[config.mk]
export PLATFORM = sky130hd
export DESIGN_NAME = muldiv_ab_flat
export DESIGN_NICKNAME = d
export VERILOG_FILES = /design/src/rtl/muldiv_ab_if.sv /design/src/rtl/muldiv_ab.sv /design/src/flat_wrapper.sv
export SDC_FILE = /design/constraint.sdc
export NUM_CORES = 1
export LEC_CHECK = 0
export ABC_AREA = 1
export CAP_MARGIN = 20
export CORE_MARGIN = 1.5
export CORE_UTILIZATION = 59
export CTS_CLUSTER_DIAMETER = 150
export DETAILED_ROUTE_END_ITERATION = 10
export PLACE_DENSITY = 0.81
export RECOVER_POWER = 25
export SETUP_SLACK_MARGIN = 0.5
export SYNTH_ARGS = -nofsm -noshare
export SYNTH_HDL_FRONTEND = slang
export SYNTH_SLANG_ARGS = --single-unit
[constraint.sdc]
create_clock -name clock -period 2.6 [get_ports clock]
set_clock_uncertainty 0.2 [all_clocks]
set_input_delay 0.39 -clock clock [delete_from_list [all_inputs] [get_ports clock]]
set_output_delay 0.39 -clock clock [all_outputs]
set_load 0.02 [all_outputs]
[src/rtl/muldiv_ab_if.sv]
`default_nettype none
// ============================================================================
// Interface : muldiv_ab_if
// Brief     : Operand, handshake and result bundle between the 8051
//             decoder/ALU (master) and the MUL AB / DIV AB unit (slave).
// Revision  : 1.0 - initial release
// ============================================================================
interface muldiv_ab_if #(
    parameter int WIDTH = 8
) ();
    // request side
    logic             start;
    logic             op;
    logic [WIDTH-1:0] acc_in;
    logic [WIDTH-1:0] b_in;

    // result side
    logic             busy;
    logic             done;
    logic             wr_acc;
    logic             wr_b;
    logic [WIDTH-1:0] acc_out;
    logic [WIDTH-1:0] b_out;
    logic             ov;
    logic             cy;

    modport master (
        output start, op, acc_in, b_in,
        input  busy, done, wr_acc, wr_b, acc_out, b_out, ov, cy
    );

    modport slave (
        input  start, op, acc_in, b_in,
        output busy, done, wr_acc, wr_b, acc_out, b_out, ov, cy
    );
endinterface
`default_nettype wire

[src/rtl/muldiv_ab.sv]
`default_nettype none
// ============================================================================
// Module   : muldiv_ab
// Brief    : Sequential MUL AB / DIV AB execution unit for the 8051 core.
//            Shift-add multiply (LSB first) and restoring divide, one
//            iteration per clock; results land in ACC/B via one-cycle
//            write strobes together with the OV/CY flag values.
// Options  : MULDIV_FAST_MUL_EN - MUL retires two multiplier bits per
//            iteration (radix-4 partial products); DIV is unaffected.
// Revision : 1.0 - initial release
// ============================================================================
module muldiv_ab #(
    parameter int WIDTH = 8
) (
    input  wire logic  clock,
    input  wire logic  reset,
    muldiv_ab_if.slave mdu
);

    // ------------------------------------------------------------------------
    // Constants
    // ------------------------------------------------------------------------
    localparam int CW = $clog2(WIDTH + 1);

`ifdef MULDIV_FAST_MUL_EN
    localparam int c_MUL_STEP = 2;
`else
    localparam int c_MUL_STEP = 1;
`endif

    localparam logic [CW-1:0] c_MUL_ITER = CW'(WIDTH / c_MUL_STEP);
    localparam logic [CW-1:0] c_DIV_ITER = CW'(WIDTH);

    localparam logic [1:0] S_IDLE = 2'd0;
    localparam logic [1:0] S_CALC = 2'd1;
    localparam logic [1:0] S_DONE = 2'd2;

    // ------------------------------------------------------------------------
    // State and working registers
    // ------------------------------------------------------------------------
    logic [1:0]         state_q,   state_d;
    logic [CW-1:0]      cnt_q,     cnt_d;
    logic               op_q,      op_d;
    // multiplier (shifted right each MUL iteration) or divisor (static)
    logic [WIDTH-1:0]   opb_q,     opb_d;
    // multiplicand, pre-shifted to the weight of the current multiplier bit
    logic [2*WIDTH-1:0] mcand_q,   mcand_d;
    logic [2*WIDTH-1:0] prod_q,    prod_d;
    // partial remainder is always below the divisor, so WIDTH bits hold it;
    // the WIDTH+1-bit working value exists only after the shift
    logic [WIDTH-1:0]   rem_q,     rem_d;
    logic [WIDTH-1:0]   quo_q,     quo_d;
    logic [WIDTH-1:0]   acc_out_q, acc_out_d;
    logic [WIDTH-1:0]   b_out_q,   b_out_d;
    logic               ov_q,      ov_d;

    // ------------------------------------------------------------------------
    // Combinational helpers
    // ------------------------------------------------------------------------
    logic               w_div_zero;
    logic [CW-1:0]      w_limit;
    logic               w_calc_last;
    logic [2*WIDTH-1:0] w_pp;
    logic [WIDTH:0]     w_rem_sh;
    logic [WIDTH+1:0]   w_diff;
    logic [WIDTH-1:0]   w_div_rem;
    logic [WIDTH-1:0]   w_div_quo;
    logic               w_busy;
    logic               w_done;

    assign w_div_zero  = mdu.op && (mdu.b_in == '0);
    assign w_limit     = op_q ? c_DIV_ITER : c_MUL_ITER;
    // counter == limit is the extra CALC cycle that publishes the result
    assign w_calc_last = (cnt_q == w_limit);

    // Restoring divide step: shift {R,Q} left, trial-subtract the divisor,
    // keep the difference and set the quotient bit when it is non-negative.
    assign w_rem_sh  = {rem_q, quo_q[WIDTH-1]};
    assign w_diff    = {1'b0, w_rem_sh} - {2'b00, opb_q};
    assign w_div_rem = w_diff[WIDTH+1] ? w_rem_sh[WIDTH-1:0] : w_diff[WIDTH-1:0];
    assign w_div_quo = {quo_q[WIDTH-2:0], ~w_diff[WIDTH+1]};

    // Partial product for the multiplier bit(s) currently at opb_q's LSB end
    always_comb begin
        w_pp = '0;
`ifdef MULDIV_FAST_MUL_EN
        case (opb_q[1:0])
            2'd1:    w_pp = mcand_q;
            2'd2:    w_pp = mcand_q << 1;
            2'd3:    w_pp = mcand_q + (mcand_q << 1);
            default: w_pp = '0;
        endcase
`else
        if (opb_q[0]) begin
            w_pp = mcand_q;
        end
`endif
    end

    // ------------------------------------------------------------------------
    // FSM
    // ------------------------------------------------------------------------
    // State register
    always_ff @(posedge clock or negedge reset) begin
        if (!reset) begin
            state_q <= S_IDLE;
        end else begin
            state_q <= state_d;
        end
    end

    // Next-state logic; divide by zero skips the iteration phase entirely
    always_comb begin
        state_d = state_q;
        case (state_q)
            S_IDLE: begin
                if (mdu.start) begin
                    state_d = w_div_zero ? S_DONE : S_CALC;
                end
            end
            S_CALC: begin
                if (w_calc_last) begin
                    state_d = S_DONE;
                end
            end
            S_DONE:  state_d = S_IDLE;
            default: state_d = S_IDLE;
        endcase
    end

    // Status outputs decoded from the state
    always_comb begin
        w_busy = 1'b0;
        w_done = 1'b0;
        case (state_q)
            S_CALC:  w_busy = 1'b1;
            S_DONE: begin
                w_busy = 1'b1;
                w_done = 1'b1;
            end
            default: ;
        endcase
    end

    // ------------------------------------------------------------------------
    // Datapath
    // ------------------------------------------------------------------------
    // Operand capture, per-iteration MUL/DIV step and result publication
    always_comb begin
        cnt_d     = cnt_q;
        op_d      = op_q;
        opb_d     = opb_q;
        mcand_d   = mcand_q;
        prod_d    = prod_q;
        rem_d     = rem_q;
        quo_d     = quo_q;
        acc_out_d = acc_out_q;
        b_out_d   = b_out_q;
        ov_d      = ov_q;

        case (state_q)
            S_IDLE: begin
                if (mdu.start) begin
                    op_d    = mdu.op;
                    opb_d   = mdu.b_in;
                    mcand_d = {{WIDTH{1'b0}}, mdu.acc_in};
                    prod_d  = '0;
                    rem_d   = '0;
                    quo_d   = mdu.acc_in;
                    cnt_d   = '0;
                    if (w_div_zero) begin
                        acc_out_d = mdu.acc_in;
                        b_out_d   = '0;
                        ov_d      = 1'b1;
                    end
                end
            end
            S_CALC: begin
                if (!w_calc_last) begin
                    cnt_d = cnt_q + CW'(1);
                    if (op_q) begin
                        rem_d = w_div_rem;
                        quo_d = w_div_quo;
                    end else begin
                        prod_d  = prod_q + w_pp;
                        mcand_d = mcand_q << c_MUL_STEP;
                        opb_d   = opb_q >> c_MUL_STEP;
                    end
                end else if (op_q) begin
                    acc_out_d = quo_q;
                    b_out_d   = rem_q;
                    ov_d      = 1'b0;
                end else begin
                    acc_out_d = prod_q[WIDTH-1:0];
                    b_out_d   = prod_q[2*WIDTH-1:WIDTH];
                    ov_d      = |prod_q[2*WIDTH-1:WIDTH];
                end
            end
            default: ;
        endcase
    end

    // Datapath registers
    always_ff @(posedge clock or negedge reset) begin
        if (!reset) begin
            cnt_q     <= '0;
            op_q      <= 1'b0;
            opb_q     <= '0;
            mcand_q   <= '0;
            prod_q    <= '0;
            rem_q     <= '0;
            quo_q     <= '0;
            acc_out_q <= '0;
            b_out_q   <= '0;
            ov_q      <= 1'b0;
        end else begin
            cnt_q     <= cnt_d;
            op_q      <= op_d;
            opb_q     <= opb_d;
            mcand_q   <= mcand_d;
            prod_q    <= prod_d;
            rem_q     <= rem_d;
            quo_q     <= quo_d;
            acc_out_q <= acc_out_d;
            b_out_q   <= b_out_d;
            ov_q      <= ov_d;
        end
    end

    // ------------------------------------------------------------------------
    // Outputs
    // ------------------------------------------------------------------------
    assign mdu.busy    = w_busy;
    assign mdu.done    = w_done;
    assign mdu.wr_acc  = w_done;
    assign mdu.wr_b    = w_done;
    assign mdu.acc_out = acc_out_q;
    assign mdu.b_out   = b_out_q;
    assign mdu.ov      = ov_q;
    // MUL AB and DIV AB always clear carry
    assign mdu.cy      = 1'b0;

endmodule
`default_nettype wire

[src/flat_wrapper.sv]
// flat-port wrapper written by rule: the top's interface ports become plain ports
module muldiv_ab_flat 
#(
    parameter int WIDTH = 8
)
  (clock, reset, mdu_start, mdu_op, mdu_acc_in, mdu_b_in, mdu_busy, mdu_done, mdu_wr_acc, mdu_wr_b, mdu_acc_out, mdu_b_out, mdu_ov, mdu_cy);
  muldiv_ab_if #(.WIDTH(WIDTH)) mdu_i ();
  input  wire logic clock;
  input  wire logic reset;
  input wire logic [$bits(mdu_i.start)-1:0] mdu_start;
  input wire logic [$bits(mdu_i.op)-1:0] mdu_op;
  input wire logic [$bits(mdu_i.acc_in)-1:0] mdu_acc_in;
  input wire logic [$bits(mdu_i.b_in)-1:0] mdu_b_in;
  output wire logic [$bits(mdu_i.busy)-1:0] mdu_busy;
  output wire logic [$bits(mdu_i.done)-1:0] mdu_done;
  output wire logic [$bits(mdu_i.wr_acc)-1:0] mdu_wr_acc;
  output wire logic [$bits(mdu_i.wr_b)-1:0] mdu_wr_b;
  output wire logic [$bits(mdu_i.acc_out)-1:0] mdu_acc_out;
  output wire logic [$bits(mdu_i.b_out)-1:0] mdu_b_out;
  output wire logic [$bits(mdu_i.ov)-1:0] mdu_ov;
  output wire logic [$bits(mdu_i.cy)-1:0] mdu_cy;
  assign mdu_i.start = mdu_start;
  assign mdu_i.op = mdu_op;
  assign mdu_i.acc_in = mdu_acc_in;
  assign mdu_i.b_in = mdu_b_in;
  assign mdu_busy = mdu_i.busy;
  assign mdu_done = mdu_i.done;
  assign mdu_wr_acc = mdu_i.wr_acc;
  assign mdu_wr_b = mdu_i.wr_b;
  assign mdu_acc_out = mdu_i.acc_out;
  assign mdu_b_out = mdu_i.b_out;
  assign mdu_ov = mdu_i.ov;
  assign mdu_cy = mdu_i.cy;
  muldiv_ab #(.WIDTH(WIDTH)) u_core (.clock(clock), .reset(reset), .mdu(mdu_i));
endmodule
# == Word level (Yosys, flattened, before mapping) ==
# Cells that the tools add are included.
# word_totals
regBits,80
inputBits,20
out_inout_bits,22
# classes
add_sub_neg,3
eq_ne,9
muxes,46
bitwise_logic,1
reduce_logical,12
# op_table
op,count
8-bit 2-to-1 mux,18
16-bit 2-to-1 mux,7
8-bit one-hot mux with 2 select lines,5
16-bit one-hot mux with 2 select lines,2
16-bit adder,1
4-bit AND reduction,3
9-bit by 8-bit subtractor with 10-bit output,1
8-bit zero test,1
4-bit 2-to-1 mux,2
4-bit one-hot mux with 2 select lines,1
8-bit OR reduction,1
1-bit 2-to-1 mux,6
2-bit 2-to-1 mux,3
"2-bit by 1-bit != test with 1-bit output, second input constant",3
"2-bit != test, second input constant",3
"4-bit by 1-bit adder with 4-bit output, second input constant",1
"4-bit == test, second input constant",1
2-bit one-hot mux with 2 select lines,1
2-bit AND reduction,2
3-bit AND reduction,1
"2-bit by 1-bit == test with 1-bit output, second input constant",1
"2-bit == test, second input constant",1
2-bit zero test,1
1-bit one-hot mux with 2 select lines,1
4 further kinds,4

# == Logic depth before layout (Yosys ltp) ==
# depth
depth_word,5
ltp_mapped,15

# == Worst setup path before layout ==
# No wires, ideal clock.
# synth_path
kind,flip-flop to flip-flop
startpoint,register u_core.opb_q[0]
endpoint,register u_core.prod_q[12]
arrival_ns,2.064
required_ns,2.283
path_slack_ns,0.219
stages_incl_launch_ff,16
n_path_buf,2
synth_period_minus_slack_ns,2.381
cell_sequence,dfrtp_1 -> clkbuf_1 -> clkbuf_1 -> nand2_1 -> inv_1 -> ha_1 -> inv_1 -> fa_1 -> inv_1 -> nand3_1 -> nand3_1 -> nand3_1 -> nand3_1 -> nand2_1 -> nand3_1 -> nand2_1
# synth_between
elab_chain_cells,5
# synth_lines
element,line_no,rtl
"start, declared",muldiv_ab.sv:45,"logic [WIDTH-1:0] opb_q, opb_d;"
"start signal, assigned",muldiv_ab.sv:219,opb_q <= opb_d;
16-bit 2-to-1 mux,muldiv_ab.sv:94,if (opb_q[0]) begin
16-bit adder,muldiv_ab.sv:185,prod_d = prod_q + w_pp;
16-bit 2-to-1 mux,muldiv_ab.sv:181,if (op_q) begin
16-bit 2-to-1 mux,muldiv_ab.sv:179,if (!w_calc_last) begin
16-bit one-hot mux with 2 select lines,muldiv_ab.sv:161,case (state_q)
"end signal, assigned",muldiv_ab.sv:221,prod_q <= prod_d;
"end, declared",muldiv_ab.sv:48,"logic [2*WIDTH-1:0] prod_q, prod_d;"
# No other way between the ends. The select of a mux whose other input is x is not followed.
# A chain may end at the register's enable or synchronous reset.

# == Worst setup path in the final report ==
# layout_path
startpoint,register u_core.state_q[0]
endpoint,output port mdu_wr_acc
# layout_between
elab_chain_cells,2
# layout_lines
element,line_no,rtl
"start, declared",muldiv_ab.sv:41,"logic [1:0] state_q, state_d;"
"start signal, assigned",muldiv_ab.sv:108,state_q <= state_d;
2-bit == test,muldiv_ab.sv:135,case (state_q)
1-bit 2-to-1 mux,muldiv_ab.sv:135,
"end, declared",flat_wrapper.sv:16,output wire logic [$bits(mdu_i.wr_acc)-1:0] mdu_wr_acc;
# No other way between the ends.

==> run metrics <==
Num CTS Buffers=9; layout cells sized above 1=0.212; reg2reg end=u_core.prod_q[14]$_DFFE_PN0P_; final worst-path cycle share=0.808; Cell Area, Synth=5230 sq um; max cap viols=0; Ant. Diodes=0; via/cell ratio=5.77; Sequential Power Share=0.271; slowest cell delay on critical path=between 400 and 500 ps; initial antenna violation count=0; worst r2r src=u_core.opb_q[0]$_DFFE_PN0P_; Max Fanout on Critical Path=3; # setup viols final=0; most frequent cells after synthesis=nand2_1, inv_1, dfrtp_1, nand3_1, o21ai_0; top post-synthesis cells by area=dfrtp_1, nand2_1, inv_1; total power=approximately 7000 uW; FF+latch count, synth=80; Die ar.=9430 sq um; fmax=about 0.48 GHz; R2R depth=13; PwrDens=between 1000 and 1500 nW/um^2; post-synthesis sequential area ratio=0.383; Setup Crit Path Kind=flip-flop to output pin; ys async rst share=1.00; fin. max-slew vios=0; CTS clk-pin slew, worst paths=about 90 ps; Row Count=34; Nets=about 840; final setup TNS=0 ps; fin crit period=~2100 ps; crit-path cells=inv_1 > ha_1 > clkdlybuf4s15_1; syn nets=~780; hold path depth=2; Bufs on Longest Clock Path=2; Fin. Hold Viols=0; Min-Delay Startpoint=u_core.mdu.b_out[4]$_DFFE_PN0P_; drt initial violations=471; H-tree levels=3; Synth area leader=dfrtp_1; post-route antenna net violation count=0; critical path data required time=about 2000 ps; library cells used by synthesis=37; CP Buf/Inv Count=2; Sw Ratio=0.485; Comb power frac=0.598; YS warnings=0; first-pass GRT wire length=approximately 24000 um; Leakage=0.00331 uW; busiest grt layer=met2; Crit-path slowest cell=dfrtp_1; total gr overflow=0; FF-to-FF setup slack=~500 ps; post-synth top area share=0.383; die height=around 97 um; Mean Syn Cell Area=7.19 sq um; GR Util met3=0.0518; total routed wirelength=~15000 um; CP startpoint kind=flip-flop; die width=around 97 um; Top delay family on crit path=buffers and inverters; Tot GR Track Use=0.314; largest net degree at the start of global routing=46; top_reg_cell synth=dfrtp_1; num ports=42; Detail Placement HPWL=a little over 10000 um; EDFF count, synth=0; number of global-route vias before repair=just under 5000; slew margin rel.=0.230; met1 usage=0.437; IO Port Bufs=40; IR drop worst, VDD=628 uV; CTS root buffer=clkbuf_8; Initial Util=0.605; GPL Wtd Cong=0.893; Syn-to-layout area delta=26.7%; clock power share=0.131; RSZ-0062 raised after global routing=true; WP data arrival=1510 ps; core area=between 8000 and 9000 sq um; later-pin clock latency in the skew report=380 ps; met2 GRT Util=0.507; status=complete, no violations; Routed WL per cell=~17 um; CP Capture Type=output pin; Hold Crit Class=flip-flop to flip-flop; worst slew pin tran=between 1000 and 1500 ps; vias post-DR=5185; CTS sink count=80; cell-internal power=approximately 3600 uW; TritonRoute pass-1 iters=5; CTS tree=done; cells after synthesis=727; drt drc=0; switching power=3370 uW; hold path endpoint=u_core.mdu.b_out[4]$_DFFE_PN0P_; most frequent cell after synthesis=nand2_1
## what timing repair did
| item | CTS | global route |
|---|---|---|
| setup endpoints to repair | 72 | 66 |
| endpoints found under the hold margin | 42 | 0 |
| cloned | 1 | 1 |
| resized for setup | 43 | 86 |
| setup buffers | 3 | 13 |
| hold buffers | 1 | 0 |
| pin swaps | 2 | 31 |
## power by group through the flow
stage	Combinational (uW)	Clock (uW)	Sequential (uW)
4_1_cts	3510	906	1860
5_1_grt	4540	955	1920
2_1_floorplan	2400	0	1870
3_3_place_gp	3180	0	1850
3_5_place_dp	3290	0	1880
6_report	4160	913	1890
## through the flow
step	std cells	hold WS [ps]	util	setup slack (ps)	cell area, sq um
CTS	885	280	0.714	456	6160
global placement	864	225	0.663	302	5720
finish	899	278	0.766	500	6620
detailed placement	864	234	0.663	274	5720
floorplan	727	-106	-	504	5250
global route	899	295	0.766	308	6620
## logic make-up after synthesis
kind of cell	share of synthesized area
buffers and inverters	0.120
other	0.000718
AOI/OAI and AO/OA	0.130
DFF	0.383
xor gates and xnor gates	0.0117
adders and majority gates	0.0747
and+or+nand+nor	0.280
## placed cells by master (no fill, tap or decap), types with 22 or more instances in the layout
cell type,count
inv_2,22
nand2_1,206
nand2_2,30
nand3_1,48
dfrtp_1,79
o21ai_0,53
ha_4,22
inv_1,108
buf_4,23
clkdlybuf4s50_1,35
## layout make-up
class                      count  area [sq um]
multi-input combinational    494          3130
clock buffer                   9           124
fill                         594          2020
inverter                     130           488
clock inverter                 7          62.6
sequential                    80          2000
timing repair buffer          71           671
tap                          108           135
## tightest hold or removal path, cell delays in order, from the launching register on
cell and delay, ps:
dfrtp_1 360, nand2_1 50, nand2_1 40
## flip-flops by register name (all words and copies together) (netlist names), 4 cells and up
| signal | cells |
|---|---|
| u_core.mdu.b_out | 8 |
| u_core.mcand_q | 16 |
| u_core.cnt_q | 4 |
| u_core.opb_q | 8 |
| u_core.mdu.acc_out | 8 |
| u_core.rem_q | 8 |
| u_core.quo_q | 8 |
| u_core.prod_q | 16 |
## routing by layer
layer	wire [um]	vias to the layer above
li1	-	2435
met1	6330	2451
met2	7200	263
met3	1240	36
met4	305	0
met5	0	-
## how the worst max path moves through the flow
stage / from / to / cells after the start
after floorplan: u_core.opb_q[0]$_DFFE_PN0P_ / u_core.prod_q[12]$_DFFE_PN0P_ / 15
after global placement: mdu_op / u_core.mdu.ov$_DFFE_PN0P_ / 8
after detailed placement: u_core.opb_q[0]$_DFFE_PN0P_ / u_core.prod_q[13]$_DFFE_PN0P_ / 12
after CTS: u_core.state_q[0]$_DFFE_PN0P_ / mdu_busy / 3
after global routing: reset / u_core.mdu.acc_out[7]$_DFFE_PN0P_ / 3
final: u_core.state_q[0]$_DFFE_PN0P_ / mdu_wr_acc / 3
No activity file was read; power rests on OpenSTA's default activity.
==> variant: new RTL, config.mk and constraints unchanged <==
`WIDTH` is set to 8 in 3 places; all go to 4.
--- a/src/rtl/muldiv_ab_if.sv
+++ b/src/rtl/muldiv_ab_if.sv
@@ -7,5 +7,5 @@
 // ============================================================================
 interface muldiv_ab_if #(
-    parameter int WIDTH = 8
+    parameter int WIDTH = 4
 ) ();
     // request side
--- a/src/rtl/muldiv_ab.sv
+++ b/src/rtl/muldiv_ab.sv
@@ -11,5 +11,5 @@
 // ============================================================================
 module muldiv_ab #(
-    parameter int WIDTH = 8
+    parameter int WIDTH = 4
 ) (
     input  wire logic  clock,
--- a/src/flat_wrapper.sv
+++ b/src/flat_wrapper.sv
@@ -2,5 +2,5 @@
 module muldiv_ab_flat 
 #(
-    parameter int WIDTH = 8
+    parameter int WIDTH = 4
 )
   (clock, reset, mdu_start, mdu_op, mdu_acc_in, mdu_b_in, mdu_busy, mdu_done, mdu_wr_acc, mdu_wr_b, mdu_acc_out, mdu_b_out, mdu_ov, mdu_cy);
Interface: changed (resized mdu_acc_in, mdu_acc_out, mdu_b_in and mdu_b_out); port bits go from 42 to 26. The function was not compared with the original's and may differ.
==> variant against the unedited design <==
Setup slack better by 0.11 ns; total power shrank 49%; sequential cell count is 37 lower; utilization decreased by 5.5 points; critical endpoint is now mdu_busy; worst hold slack gained 0.0052 ns; clock power fell by 41%; highest routed layer unchanged; synthesized area fell by 50%; cell area fell by 54%; fmax up 5.7%; die area decreased by 48%; wire length shrank 62%; sequential share of layout area rose by 4.8 points.
==> variant: results (changes against the unedited design) <==
count of input and output buffers 24 (was 40); power per standard cell area 1160 nW/µm² (was 1050 nW/µm²); number of resized instances in the post-cts repair step 6 (was 43); gpl congestion 0.921 (was 0.893); Fillers 342 (was 594); vias in the first global route 2097 (was 4911); leading cell types by total area after synthesis dfrtp_1 41%, nand2_1 14%, ha_1 7.6% (was dfrtp_1 38%, nand2_1 17%, inv_1 9.0%); final-layout worst hold slack 0.283 ns (was 0.278 ns); arrival time of the worst setup path 1.40 ns (was 1.51 ns); share of post-route cells with drive strength above 1 0.117 (was 0.212); met2 usage 0.407 (was 0.507); total global-route track usage 0.254 (was 0.314); endpoint with the worst hold slack u_core.mdu.b_out[1]$_DFFE_PN0P_ (was u_core.mdu.b_out[4]$_DFFE_PN0P_); layout-stage area growth over the synthesis result 16.8% (was 26.7%); slew margin rel. 0.561 (was 0.230); most numerous cell types in the synthesized netlist 101 x nand2_1, 44 x inv_1, 43 x dfrtp_1 (was 238 x nand2_1, 125 x inv_1, 80 x dfrtp_1); overall via count from detail_route 2226 (was 5185); pre-CTS WS 0.452 ns (was 0.274 ns); average cell area after synthesis 7.84 µm² (was 7.19 µm²); Clk Latency, worst-skew pair 0.30 ns (was 0.38 ns); endpoint of the worst setup timing path mdu_busy (was mdu_wr_acc); Detailed Routing Iterations Pass 1 4 (was 5); number of nets in the layout 396 (was 836); largest net degree at the start of global routing 30 (was 46); outcome completed (unchanged); sequential area share after synthesis 0.409 (was 0.383); post-route insts no fill 419 (was 899); flip-flop and latch power 1.07 mW (was 1.89 mW); violation count after the first detailed-routing iteration 141 (was 471); met1 track utilization from global routing 0.344 (was 0.437); reg2reg end u_core.prod_q[6]$_DFFE_PN0P_ (was u_core.prod_q[14]$_DFFE_PN0P_); routed wirelength normalized by instance count 13.6 µm (was 16.8 µm); met2 WL 2700 µm (was 7200 µm); instance area after placement 2880 µm² (was 5720 µm²); Post-DP HPWL 4280 µm (was 10200 µm); peak supply drop 0.655 mV (was 0.628 mV); postcts setup bufs 0 (was 3); Global Route met3 Usage 0.0581 (was 0.0518); met1 wire length 2550 µm (was 6330 µm); met3 wire length 354 µm (was 1240 µm); cell total after placement 405 (was 864)
==> variant: cell types whose count changed after synthesis, moves of 4 or more <==
cell / change
nor3_1: -4
o22ai_1: -8
o221ai_1: -6
o21ai_0: -35
dfrtp_1: -37
buf_2: -11
nand3_1: -39
a21oi_1: -5
o211ai_1: -5
inv_1: -81
a22oi_1: +4
nand2_1: -137
ha_1: -12
==> variant: area by class of cell <==
cell class                 count  area share
multi-input combinational    234       0.429
sequential                    43       0.350
timing repair buffer          33       0.102
inverter                      49      0.0598
clock buffer                   6      0.0269
tap                           52      0.0212
clock inverter                 2      0.0114
==> variant: cell families (layout without fill, tap and decap cells) <==
group | after synthesis | after routing | share of synthesized area
buffers and inverters | 59 | 90 | 0.0998
AOI/OAI and AO/OA | 60 | 60 | 0.134
xor gates and xnor gates | 3 | 3 | 0.00998
and+or+nand+nor | 152 | 152 | 0.255
adders and majority gates | 18 | 18 | 0.0912
other | 1 | 1 | 0.00142
DFF | 43 | 43 | 0.409
